==> config.mk <==
export PLATFORM = sky130hd
export DESIGN_NAME = sccb_init_sequencer_flat
export DESIGN_NICKNAME = d
export VERILOG_FILES = /design/src/rtl/sccb_init_sequencer_pkg.sv /design/src/rtl/sccb_init_sequencer_if.sv /design/src/rtl/sccb_init_sequencer_busy_tracker.sv /design/src/rtl/sccb_init_sequencer.sv /design/src/flat_wrapper.sv
export SDC_FILE = /design/constraint.sdc
export NUM_CORES = 1
export LEC_CHECK = 0
export CORE_MARGIN = 2
export CORE_UTILIZATION = 55
export CTS_BUF_LIST = sky130_fd_sc_hd__clkbuf_16
export DETAILED_ROUTE_END_ITERATION = 8
export PLACE_DENSITY = 0.8
export SLEW_MARGIN = 40
export SYNTH_ARGS = -nofsm -noshare
export SYNTH_HDL_FRONTEND = slang
export SYNTH_SLANG_ARGS = --single-unit
==> constraint.sdc <==
create_clock -name clk -period 2.95 [get_ports clk]
set_input_delay 0.59 -clock clk [delete_from_list [all_inputs] [get_ports clk]]
set_output_delay 0.59 -clock clk [all_outputs]
set_load 0.01 [all_outputs]
==> src/rtl/sccb_init_sequencer_pkg.sv <==
// Shared definitions for the SCCB init sequencer: table opcodes, entry field
// positions and FSM encodings.
package sccb_pkg;

  localparam logic [1:0] OP_WRITE = 2'b00;
  localparam logic [1:0] OP_DELAY = 2'b01;
  localparam logic [1:0] OP_END   = 2'b10;
  localparam logic [1:0] OP_NOP   = 2'b11;

  localparam int ENT_W       = 40;
  localparam int ENT_OP_HI   = 39;
  localparam int ENT_OP_LO   = 38;
  localparam int ENT_RSVD_HI = 37;
  localparam int ENT_RSVD_LO = 36;
  localparam int ENT_WR_HI   = 35;
  localparam int ENT_WR_LO   = 32;
  localparam int ENT_DATA_HI = 31;
  localparam int ENT_DATA_LO = 0;

  localparam int DLY_W = 48;

  typedef enum logic [3:0] {
    ST_IDLE    = 4'd0,
    ST_FETCH   = 4'd1,
    ST_DECODE  = 4'd2,
    ST_ISSUE   = 4'd3,
    ST_WAIT_HI = 4'd4,
    ST_WAIT_LO = 4'd5,
    ST_NEXT    = 4'd6,
    ST_DELAY   = 4'd7,
    ST_ERROR   = 4'd8
  } seq_state_e;

  typedef enum logic [1:0] {
    TR_IDLE = 2'd0,
    TR_HI   = 2'd1,
    TR_LO   = 2'd2
  } trk_state_e;

endpackage

==> src/rtl/sccb_init_sequencer_if.sv <==
// Command/busy bundle between the init sequencer (master) and the SCCB core.
interface sccb_init_sequencer_if;
  logic        sccb_start;
  logic [31:0] sccb_dataout;
  logic [3:0]  sccb_wr;
  logic        sccb_busy;

  modport master (output sccb_start, output sccb_dataout, output sccb_wr, input sccb_busy);
  modport slave  (input sccb_start, input sccb_dataout, input sccb_wr, output sccb_busy);
endinterface

==> src/rtl/sccb_init_sequencer_busy_tracker.sv <==
// Follows one start -> busy-high -> busy-low handshake; the counter restarts
// on each phase and saturating it flags a timeout.
module sccb_busy_tracker
  import sccb_pkg::*;
#(
  parameter int TO_W = 16
) (
  input  logic clk,
  input  logic rstn,
  input  logic start,
  input  logic busy,
  output logic wait_hi,
  output logic expired
);
  localparam logic [TO_W-1:0] CNT_ONE = {{(TO_W-1){1'b0}}, 1'b1};

  trk_state_e      state_r, state_s;
  logic [TO_W-1:0] cnt_r, cnt_s;

  // Handshake phase tracking; a new start always restarts the watch
  always_comb begin
    state_s = state_r;
    cnt_s   = cnt_r;
    if (start) begin
      state_s = TR_HI;
      cnt_s   = '0;
    end else begin
      case (state_r)
        TR_HI: begin
          if (busy) begin
            state_s = TR_LO;
            cnt_s   = '0;
          end else if (&cnt_r) begin
            state_s = TR_IDLE;
          end else begin
            cnt_s = cnt_r + CNT_ONE;
          end
        end
        TR_LO: begin
          if (!busy || (&cnt_r)) begin
            state_s = TR_IDLE;
          end else begin
            cnt_s = cnt_r + CNT_ONE;
          end
        end
        default: state_s = TR_IDLE;
      endcase
    end
  end

  // Phase and counter registers
  always_ff @(posedge clk or negedge rstn) begin
    if (!rstn) begin
      state_r <= TR_IDLE;
      cnt_r   <= '0;
    end else begin
      state_r <= state_s;
      cnt_r   <= cnt_s;
    end
  end

  assign wait_hi = (state_r == TR_HI);
  assign expired = (state_r != TR_IDLE) && (&cnt_r);

endmodule

==> src/rtl/sccb_init_sequencer.sv <==
// Walks the camera-init table in an external synchronous ROM and shares the
// single SCCB master with the software command path.
module sccb_init_sequencer
  import sccb_pkg::*;
#(
  parameter int ADDR_W    = 8,
  parameter int DLY_SHIFT = 10,
  parameter int TO_W      = 16
) (
  input  logic                  clk,
  input  logic                  rstn,
  input  logic                  seq_go,
  output logic                  seq_active,
  output logic                  seq_done,
  output logic                  seq_err,
  output logic [ADDR_W-1:0]     seq_err_addr,
  output logic [ADDR_W-1:0]     rom_addr,
  output logic                  rom_en,
  input  logic [ENT_W-1:0]      rom_data,
  input  logic                  sw_start,
  input  logic [31:0]           sw_dataout,
  input  logic [3:0]            sw_wr,
  output logic                  sw_busy,
  sccb_init_sequencer_if.master sccb
);
  localparam logic [ADDR_W-1:0] ADDR_ONE = {{(ADDR_W-1){1'b0}}, 1'b1};
  localparam logic [DLY_W-1:0]  DLY_ONE  = {{(DLY_W-1){1'b0}}, 1'b1};

  seq_state_e        state_r, state_s;
  logic [ADDR_W-1:0] addr_r, addr_s, err_addr_r;
  logic [DLY_W-1:0]  dly_r, dly_s, dly_load_s;
  logic [31:0]       ent_data_r, pend_data_r, dout_r;
  logic [3:0]        ent_wr_r, pend_wr_r, wr_r;
  logic              seq_active_r, seq_done_r, seq_err_r, rom_en_r, start_r, pend_r;
  logic              go_s, done_set_s, err_set_s, seq_issue_s, latch_ent_s;
  logic              idle_free_s, pend_issue_s, sw_direct_s, sw_hold_s;
  logic              trk_wait_hi_s, trk_expired_s;
  logic [1:0]        unused_rsvd_s;

  assign unused_rsvd_s = rom_data[ENT_RSVD_HI:ENT_RSVD_LO];
  assign dly_load_s    = {{(DLY_W-32){1'b0}}, rom_data[ENT_DATA_HI:ENT_DATA_LO]} << DLY_SHIFT;

  // Sequencer next-state logic
  always_comb begin
    state_s     = state_r;
    addr_s      = addr_r;
    dly_s       = dly_r;
    go_s        = 1'b0;
    done_set_s  = 1'b0;
    err_set_s   = 1'b0;
    seq_issue_s = 1'b0;
    latch_ent_s = 1'b0;
    case (state_r)
      ST_IDLE: begin
        if (seq_go) begin
          go_s    = 1'b1;
          addr_s  = '0;
          state_s = ST_FETCH;
        end else begin
          state_s = ST_IDLE;
        end
      end
      ST_FETCH: state_s = ST_DECODE;
      ST_DECODE: begin
        case (rom_data[ENT_OP_HI:ENT_OP_LO])
          OP_WRITE: begin
            latch_ent_s = 1'b1;
            state_s     = ST_ISSUE;
          end
          OP_DELAY: begin
            dly_s   = dly_load_s;
            state_s = (dly_load_s == '0) ? ST_NEXT : ST_DELAY;
          end
          OP_END: begin
            done_set_s = 1'b1;
            state_s    = ST_IDLE;
          end
          default: state_s = ST_NEXT;
        endcase
      end
      ST_ISSUE: begin
        seq_issue_s = 1'b1;
        state_s     = ST_WAIT_HI;
      end
      ST_WAIT_HI: begin
        if (sccb.sccb_busy) state_s = ST_WAIT_LO;
        else if (trk_expired_s) state_s = ST_ERROR;
        else state_s = ST_WAIT_HI;
      end
      ST_WAIT_LO: begin
        if (!sccb.sccb_busy) state_s = ST_NEXT;
        else if (trk_expired_s) state_s = ST_ERROR;
        else state_s = ST_WAIT_LO;
      end
      ST_NEXT: begin
        addr_s = addr_r + ADDR_ONE;
        if (&addr_r) begin
          done_set_s = 1'b1;
          state_s    = ST_IDLE;
        end else begin
          state_s = ST_FETCH;
        end
      end
      ST_DELAY: begin
        if (dly_r <= DLY_ONE) state_s = ST_NEXT;
        else dly_s = dly_r - DLY_ONE;
      end
      ST_ERROR: begin
        err_set_s = 1'b1;
        state_s   = ST_IDLE;
      end
      default: state_s = ST_IDLE;
    endcase
  end

  // Software path: forward when the master is idle, otherwise hold as pending
  always_comb begin
    idle_free_s  = (state_r == ST_IDLE) && !seq_go && !sccb.sccb_busy && !trk_wait_hi_s;
    pend_issue_s = idle_free_s && pend_r;
    sw_direct_s  = idle_free_s && !pend_r && sw_start;
    sw_hold_s    = sw_start && !sw_direct_s;
  end

  // Sequencer state, table bookkeeping and sticky status
  always_ff @(posedge clk or negedge rstn) begin
    if (!rstn) begin
      state_r      <= ST_IDLE;
      addr_r       <= '0;
      dly_r        <= '0;
      ent_data_r   <= 32'h0;
      ent_wr_r     <= 4'h0;
      seq_active_r <= 1'b0;
      rom_en_r     <= 1'b0;
      seq_done_r   <= 1'b0;
      seq_err_r    <= 1'b0;
      err_addr_r   <= '0;
    end else begin
      state_r      <= state_s;
      addr_r       <= addr_s;
      dly_r        <= dly_s;
      seq_active_r <= (state_s != ST_IDLE);
      rom_en_r     <= (state_s == ST_FETCH);
      if (latch_ent_s) begin
        ent_data_r <= rom_data[ENT_DATA_HI:ENT_DATA_LO];
        ent_wr_r   <= rom_data[ENT_WR_HI:ENT_WR_LO];
      end
      if (go_s) begin
        seq_done_r <= 1'b0;
        seq_err_r  <= 1'b0;
      end else if (done_set_s) begin
        seq_done_r <= 1'b1;
      end else if (err_set_s) begin
        seq_err_r  <= 1'b1;
        err_addr_r <= addr_r;
      end
    end
  end

  // Pending software command and the shared SCCB command registers
  always_ff @(posedge clk or negedge rstn) begin
    if (!rstn) begin
      pend_r      <= 1'b0;
      pend_data_r <= 32'h0;
      pend_wr_r   <= 4'h0;
      start_r     <= 1'b0;
      dout_r      <= 32'h0;
      wr_r        <= 4'h0;
    end else begin
      if (sw_hold_s) begin
        pend_r      <= 1'b1;
        pend_data_r <= sw_dataout;
        pend_wr_r   <= sw_wr;
      end else if (pend_issue_s) begin
        pend_r <= 1'b0;
      end
      start_r <= seq_issue_s | pend_issue_s | sw_direct_s;
      if (seq_issue_s) begin
        dout_r <= ent_data_r;
        wr_r   <= ent_wr_r;
      end else if (pend_issue_s) begin
        dout_r <= pend_data_r;
        wr_r   <= pend_wr_r;
      end else if (sw_direct_s) begin
        dout_r <= sw_dataout;
        wr_r   <= sw_wr;
      end
    end
  end

  sccb_busy_tracker #(.TO_W(TO_W)) u_trk (
    .clk     (clk),
    .rstn    (rstn),
    .start   (seq_issue_s | pend_issue_s | sw_direct_s),
    .busy    (sccb.sccb_busy),
    .wait_hi (trk_wait_hi_s),
    .expired (trk_expired_s)
  );

  assign seq_active        = seq_active_r;
  assign seq_done          = seq_done_r;
  assign seq_err           = seq_err_r;
  assign seq_err_addr      = err_addr_r;
  assign rom_addr          = addr_r;
  assign rom_en            = rom_en_r;
  assign sw_busy           = sccb.sccb_busy | seq_active_r | pend_r | trk_wait_hi_s;
  assign sccb.sccb_start   = start_r;
  assign sccb.sccb_dataout = dout_r;
  assign sccb.sccb_wr      = wr_r;

endmodule

==> src/flat_wrapper.sv <==
// flat-port wrapper written by rule: the top's interface ports become plain ports
module sccb_init_sequencer_flat import sccb_pkg::*;
#(
  parameter int ADDR_W    = 8,
  parameter int DLY_SHIFT = 10,
  parameter int TO_W      = 16
)
  (clk, rstn, seq_go, seq_active, seq_done, seq_err, seq_err_addr, rom_addr, rom_en, rom_data, sw_start, sw_dataout, sw_wr, sw_busy, sccb_sccb_start, sccb_sccb_dataout, sccb_sccb_wr, sccb_sccb_busy);
  sccb_init_sequencer_if sccb_i ();
  input  logic clk;
  input  logic rstn;
  input  logic seq_go;
  output logic seq_active;
  output logic seq_done;
  output logic seq_err;
  output logic [ADDR_W-1:0] seq_err_addr;
  output logic [ADDR_W-1:0] rom_addr;
  output logic rom_en;
  input  logic [ENT_W-1:0] rom_data;
  input  logic sw_start;
  input  logic [31:0] sw_dataout;
  input  logic [3:0] sw_wr;
  output logic sw_busy;
  output wire logic [$bits(sccb_i.sccb_start)-1:0] sccb_sccb_start;
  output wire logic [$bits(sccb_i.sccb_dataout)-1:0] sccb_sccb_dataout;
  output wire logic [$bits(sccb_i.sccb_wr)-1:0] sccb_sccb_wr;
  input wire logic [$bits(sccb_i.sccb_busy)-1:0] sccb_sccb_busy;
  assign sccb_sccb_start = sccb_i.sccb_start;
  assign sccb_sccb_dataout = sccb_i.sccb_dataout;
  assign sccb_sccb_wr = sccb_i.sccb_wr;
  assign sccb_i.sccb_busy = sccb_sccb_busy;
  sccb_init_sequencer #(.ADDR_W(ADDR_W), .DLY_SHIFT(DLY_SHIFT), .TO_W(TO_W)) u_core (.clk(clk), .rstn(rstn), .seq_go(seq_go), .seq_active(seq_active), .seq_done(seq_done), .seq_err(seq_err), .seq_err_addr(seq_err_addr), .rom_addr(rom_addr), .rom_en(rom_en), .rom_data(rom_data), .sw_start(sw_start), .sw_dataout(sw_dataout), .sw_wr(sw_wr), .sw_busy(sw_busy), .sccb(sccb_i));
endmodule
==> results of run 1 <==
[synth_stat cells (18+ instances only)]
| library cell | count | area [µm²] |
|---|---|---|
| mux2i_1 | 46 | 460 |
| nor4_1 | 24 | 150 |
| a21oi_1 | 37 | 185 |
| nand3_1 | 22 | 110 |
| nor3_1 | 18 | 90.1 |
| o21ai_0 | 75 | 375 |
| a22oi_1 | 40 | 300 |
| nor2_1 | 54 | 203 |
| dfrtp_1 | 200 | 5000 |
| mux2_2 | 80 | 901 |
| clkbuf_1 | 26 | 97.6 |
| nand2_1 | 69 | 259 |
[worst max-delay path, stage by stage (launching register included)]
cell	delay, ps
dfrtp_1	430
nor4_2	500
and4_1	530
nand4_4	260
nand2_4	280
nand3_2	120
or4_1	470
[stage by stage]
stage               std cells  total power, W  utilization
floorplan                 896         0.00612            -
global placement         1258         0.00748        0.671
detailed placement       1258         0.00764        0.671
CTS                      1290          0.0100        0.705
global route             1290          0.0106        0.705
finish                   1290          0.0100        0.705
[area by class of cell]
type / count / area share
clock buffer: 17 / 0.0349
clock inverter: 15 / 0.0139
inverter: 6 / 0.00185
multi-input combinational: 640 / 0.368
sequential: 200 / 0.410
tap: 225 / 0.0231
timing repair buffer: 187 / 0.148
[state kept, by name, summed over array words and instances, names as in the netlist, 2 cells and up]
register	count
u_core.u_trk.state_r	2
u_core.dly_r	48
u_core.ent_data_r	32
u_core.pend_data_r	32
u_core.pend_wr_r	4
u_core.sccb.sccb_dataout	32
u_core.rom_addr	8
u_core.state_r	4
u_core.sccb.sccb_wr	4
u_core.ent_wr_r	4
u_core.seq_err_addr	8
u_core.u_trk.cnt_r	16
[power by group through the flow]
| stage | sequential [W] | combinational (W) | clock, W |
|---|---|---|---|
| floorplan | 0.00438 | 0.00175 | 0 |
| global placement | 0.00448 | 0.00300 | 0 |
| detailed placement | 0.00453 | 0.00311 | 0 |
| CTS | 0.00450 | 0.00314 | 0.00236 |
| global route | 0.00464 | 0.00343 | 0.00249 |
| finish | 0.00453 | 0.00314 | 0.00232 |
[cell families (layout without fill, tap and decap cells)]
group / Yosys count / in the layout
AND/OR/NAND/NOR: 276 / 276
AO/OA/AOI/OAI: 217 / 217
flip-flops: 200 / 200
multiplexers: 126 / 126
buffers and inverters: 56 / 225
XOR/XNOR: 17 / 17
adder cells (fa/ha/maj): 4 / 4
[layer usage]
layer	global-route usage	part of all wire	up-vias
li1	-	-	3665
met5	0	0	-
met1	0.401	0.43	3975
met2	0.447	0.47	344
met4	0.0916	0.025	0
met3	0.0741	0.078	47
[final timing paths]
check	slack [ps]	cells past startpoint	start	endpoint
max reg2reg	220	6	u_core.dly_r[6]	u_core.seq_active
min	190	1	rstn	u_core.dly_r[21]
max in group asynchronous	2050	2	rstn	u_core.ent_data_r[28]
min in group clk	510	1	u_core.seq_err	u_core.seq_err
min reg2reg	510	1	u_core.seq_err	u_core.seq_err
max	220	6	u_core.dly_r[6]	u_core.seq_active
==> flow_summary.toml, run 1 <==
[place]
post-place-ws_ps = -183
place_congestion = 0.913
hpwl_mm = 17.8
port_buffers = 136
post_dp_cell_area_um2 = 11600

[timing]
rsz0062_at_grt = "false"
setup_ws_ps = 222
fin_setup_tns_ps = 0
worst-slew-pin-transition_ps = 667
max_freq_ghz = 0.367
skew_ps = 12.9
hold_slack_ps = 187
finalSetupViolCount = 0
period_share = 0.925
hold_violations = 0
min_period_ps = 2730
relSlewSlack = 0.551
slew_viol_final = 0

[global_route]
grt_pass1_vias = 7777
antenna_found_initial = 0
grt_max_degree = 75
grt_usage = 0.289
overflow = 0
grt_pass1_wl_mm = 41.6

[clocking]
h-tree-depth = 4
clk_latency_ps = 440
cts_tree = "built"
clkTransAtPathRegs_ps = 80
cts_made_buffers = 17
root_buffer = "clkbuf_16"
postCtsHoldBufs = 0
cts_sinks = 200
post-cts-setup-buffer-count = 0
cts-resized-gates = 0
cts_buffer_depth = 2

[pwr]
power.leakage_nw = 5.20
seq_power_share = 0.453
vdd_drop_max_mv = 0.578
power.density_nw_per_um2 = 820
clockPowerShare = 0.232
p_int_w = 0.00635
switchingPower_w = 0.00365
switching_share = 0.365
comb_power_share = 0.314

[floorplanning]
start_util = 0.561
die-area_um2 = 18700
core-area_um2 = 17300
ios = 139
die_w_um = 137
die_h_um = 137
rows = 48

[finish]
antennaDiodeCount = 0
drive_gt1_frac = 0.177
fin_area_um2 = 12200
fillers = 1253
regArea_um2 = 5000
multi_input_area_um2 = 4480
area_growth_pct = 25.6
final_common_cell = "dfrtp_1"
mostFrequentLayoutCells = "dfrtp_1, clkdlybuf4s50_1, mux2_2, o21ai_0, nand2_1"
nNetsFinal = 1137

[yosys]
seq_area_frac_synth = 0.515
ys_ff_latch = 200
synth.avg_cell_area_um2 = 10.8
synth-adder-area-share = 0.00515
async_flop_share = 1.00
synthCells = 896
synth_compound_area_frac = 0.140
ys.flop_type = "dfrtp_1"
synthMuxAreaShare = 0.140
synth_simple_gate_area_frac = 0.158
synth_cell_types = 67
synth_warnings = 0
synth_xor_area_frac = 0.0153
synth_top_family_by_area = "simple AND/OR/NAND/NOR gates"
syn_nets = 981
syn_area_um2 = 9710
synth-edff-count = 0

[worst_hold_path]
holdCritPathClass = "in -> async"

[critical_path]
cp-start-kind = "register"
endpoint_kind = "register"
worstPathMaxFanout = 16
arrival_ps = 3030
critPathKind = "reg -> reg"
required_ps = 3250

[routing]
wl_per_cell_um = 20.1
totalWireLength_mm = 26.0
drt_pre_antenna_iters = 6
drt_iter0_markers = 911
viasPerCell = 6.23
num_vias = 8031
detail_route.drc_violations = 0
ant_nets = 0

[job]
cap_violations = 0

[outcome]
outcome = "completed"
(Power assumes the default switching activity.)
==> run 2, diff against run 1 <==
Settings changed: CORE_UTILIZATION 55 to 59, HOLD_SLACK_MARGIN from default to 0.1, PLACE_DENSITY 0.8 to 0.85.
Clock period 2.95 ns to 3.47 ns, I/O delays scaled along.
==> run 2 against run 1 <==
- total power shrank 15%
- final cell count fell by 2.8%
- combinational power decreased by 17%
- flip-flop and latch count is the same
- sequential power is 15% lower
- critical path depth up 3
- maximum frequency shrank 5.9%
- via count decreased by 0.11%
==> flow_summary.toml, run 2 (synthesis results as in run 1) <==
[critical_path]
arrival_ps = 3230
path_buf_inv = 2
cp_slowest_stage_delay_ps = 590
critPathKind = "reg -> reg"
endpoint_kind = "register"
critical_path.top_delay_family = "compound AO/OA/AOI/OAI gates"
cp-start-kind = "register"
worstPathMaxFanout = 20
required_ps = 3800
path_cells = "inv_1 -> ha_1 -> o21bai_1 -> nor4_4 -> and4_1 -> o21ai_1 -> buf_4 -> a21oi_1 -> a311oi_1"
cp_slowest_cell = "o21ai_1"

[timing]
period_share = 0.836
skew_ps = 9.33
max_freq_ghz = 0.345
finalSetupViolCount = 0
rsz0062_at_grt = "false"
worst-slew-pin-transition_ps = 733
relSlewSlack = 0.512
fin_setup_tns_ps = 0
hold_violations = 0
setup_ws_ps = 569
min_period_ps = 2900
slew_viol_final = 0

[routing]
viasPerCell = 6.40
drt_pre_antenna_iters = 7
detail_route.drc_violations = 0
num_vias = 8022
totalWireLength_mm = 26.1
ant_nets = 0
drt_iter0_markers = 992
wl_per_cell_um = 20.8

[floorplanning]
start_util = 0.607
die-area_um2 = 17500
die_h_um = 132
die_w_um = 132
core-area_um2 = 16000
rows = 46
ios = 139

[clocking]
post-cts-setup-buffer-count = 0
cts_made_buffers = 17
root_buffer = "clkbuf_16"
clkTransAtPathRegs_ps = 70
cts-resized-gates = 0
h-tree-depth = 4
cts_sinks = 200
cts_buffer_depth = 2
cts_tree = "built"
clk_latency_ps = 430
postCtsHoldBufs = 0

[finish]
fin_cells = 1254
fillers = 1118
multi_input_area_um2 = 4490
final_common_cell = "dfrtp_1"
fin_area_um2 = 12000
regArea_um2 = 5000
drive_gt1_frac = 0.152
antennaDiodeCount = 0
largest_reg_flops = 48
mostFrequentLayoutCells = "dfrtp_1, clkdlybuf4s50_1, mux2_2, o21ai_0, nand2_1"
area_growth_pct = 23.4
nNetsFinal = 1110
largest_register = "u_core.dly_r"

[global_route]
overflow = 0
grt_util_met3 = 0.0800
grt_pass1_vias = 7796
grt_usage = 0.306
antenna_found_initial = 0
use_met2 = 0.481
gr-usage-met1 = 0.424
grt_pass1_wl_mm = 42.2
busiest_layer = "met2"
grt_max_degree = 89

[job]
cap_violations = 0

[pwr]
vdd_drop_max_mv = 0.445
power.density_nw_per_um2 = 711
power.leakage_nw = 5.06
total_power_w = 0.00852

[place]
port_buffers = 136
numPlacedInstances = 1222
post-place-ws_ps = 144
hpwl_mm = 17.6
post_dp_cell_area_um2 = 11400
place_congestion = 0.895

[worst_hold_path]
holdCritPathClass = "in -> async"

[outcome]
outcome = "completed"
[run 2: cell count changes in the layout (fill, tap and decap cells not counted)]
cell	previous run	this run
buf_12	5	3
buf_4	46	21
bufinv_16	0	3
clkinv_1	0	3
clkinv_2	1	0
clkinv_4	1	3
clkinv_8	3	0
inv_1	6	7
inv_12	1	0
inv_8	6	2
nor4b_2	3	2
nor4b_4	0	1
[run 2: path summary, 6_finish.rpt]
check                            startpoint  slack, ps                to  depth (start not counted)
max in group asynchronous              rstn       2310  u_core.dly_r[35]                          2
min in group clk           u_core.dly_r[45]        470  u_core.dly_r[45]                          1
min                                    rstn        320  u_core.dly_r[16]                          1
max                         u_core.dly_r[0]        570  u_core.dly_r[13]                          9
max reg2reg                 u_core.dly_r[0]        570  u_core.dly_r[13]                          9
min reg2reg                u_core.dly_r[45]        470  u_core.dly_r[45]                          1
[run 2: through the flow]
stage                util  hold WS, ps
global placement    0.710          457
CTS                 0.749          346
floorplan               -          398
finish              0.749          320
detailed placement  0.711          464
global route        0.749          373
[run 2: cell type report]
class / count / share of cell area
Clock inverter: 15 / 0.0148
Timing Repair Buffer: 160 / 0.132
Multi-Input combinational cell: 640 / 0.375
Tap cell: 216 / 0.0226
Sequential cell: 200 / 0.418
Inverter: 6 / 0.00188
Clock buffer: 17 / 0.0355
[run 2: per-layer routing]
layer / wire, µm / up-vias / share of wire
met3: 2230 / 47 / 0.086
met4: 564 / 0 / 0.022
met2: 12300 / 396 / 0.47
li1: - / 3610 / -
met5: 0 / - / 0
met1: 11000 / 3969 / 0.42
[run 2: power breakdown]
part           switching, W  internal [W]  leakage, nW
sequential         0.000784       0.00308         2.46
combinational       0.00132       0.00128         2.31
clock              0.000901       0.00114        0.291
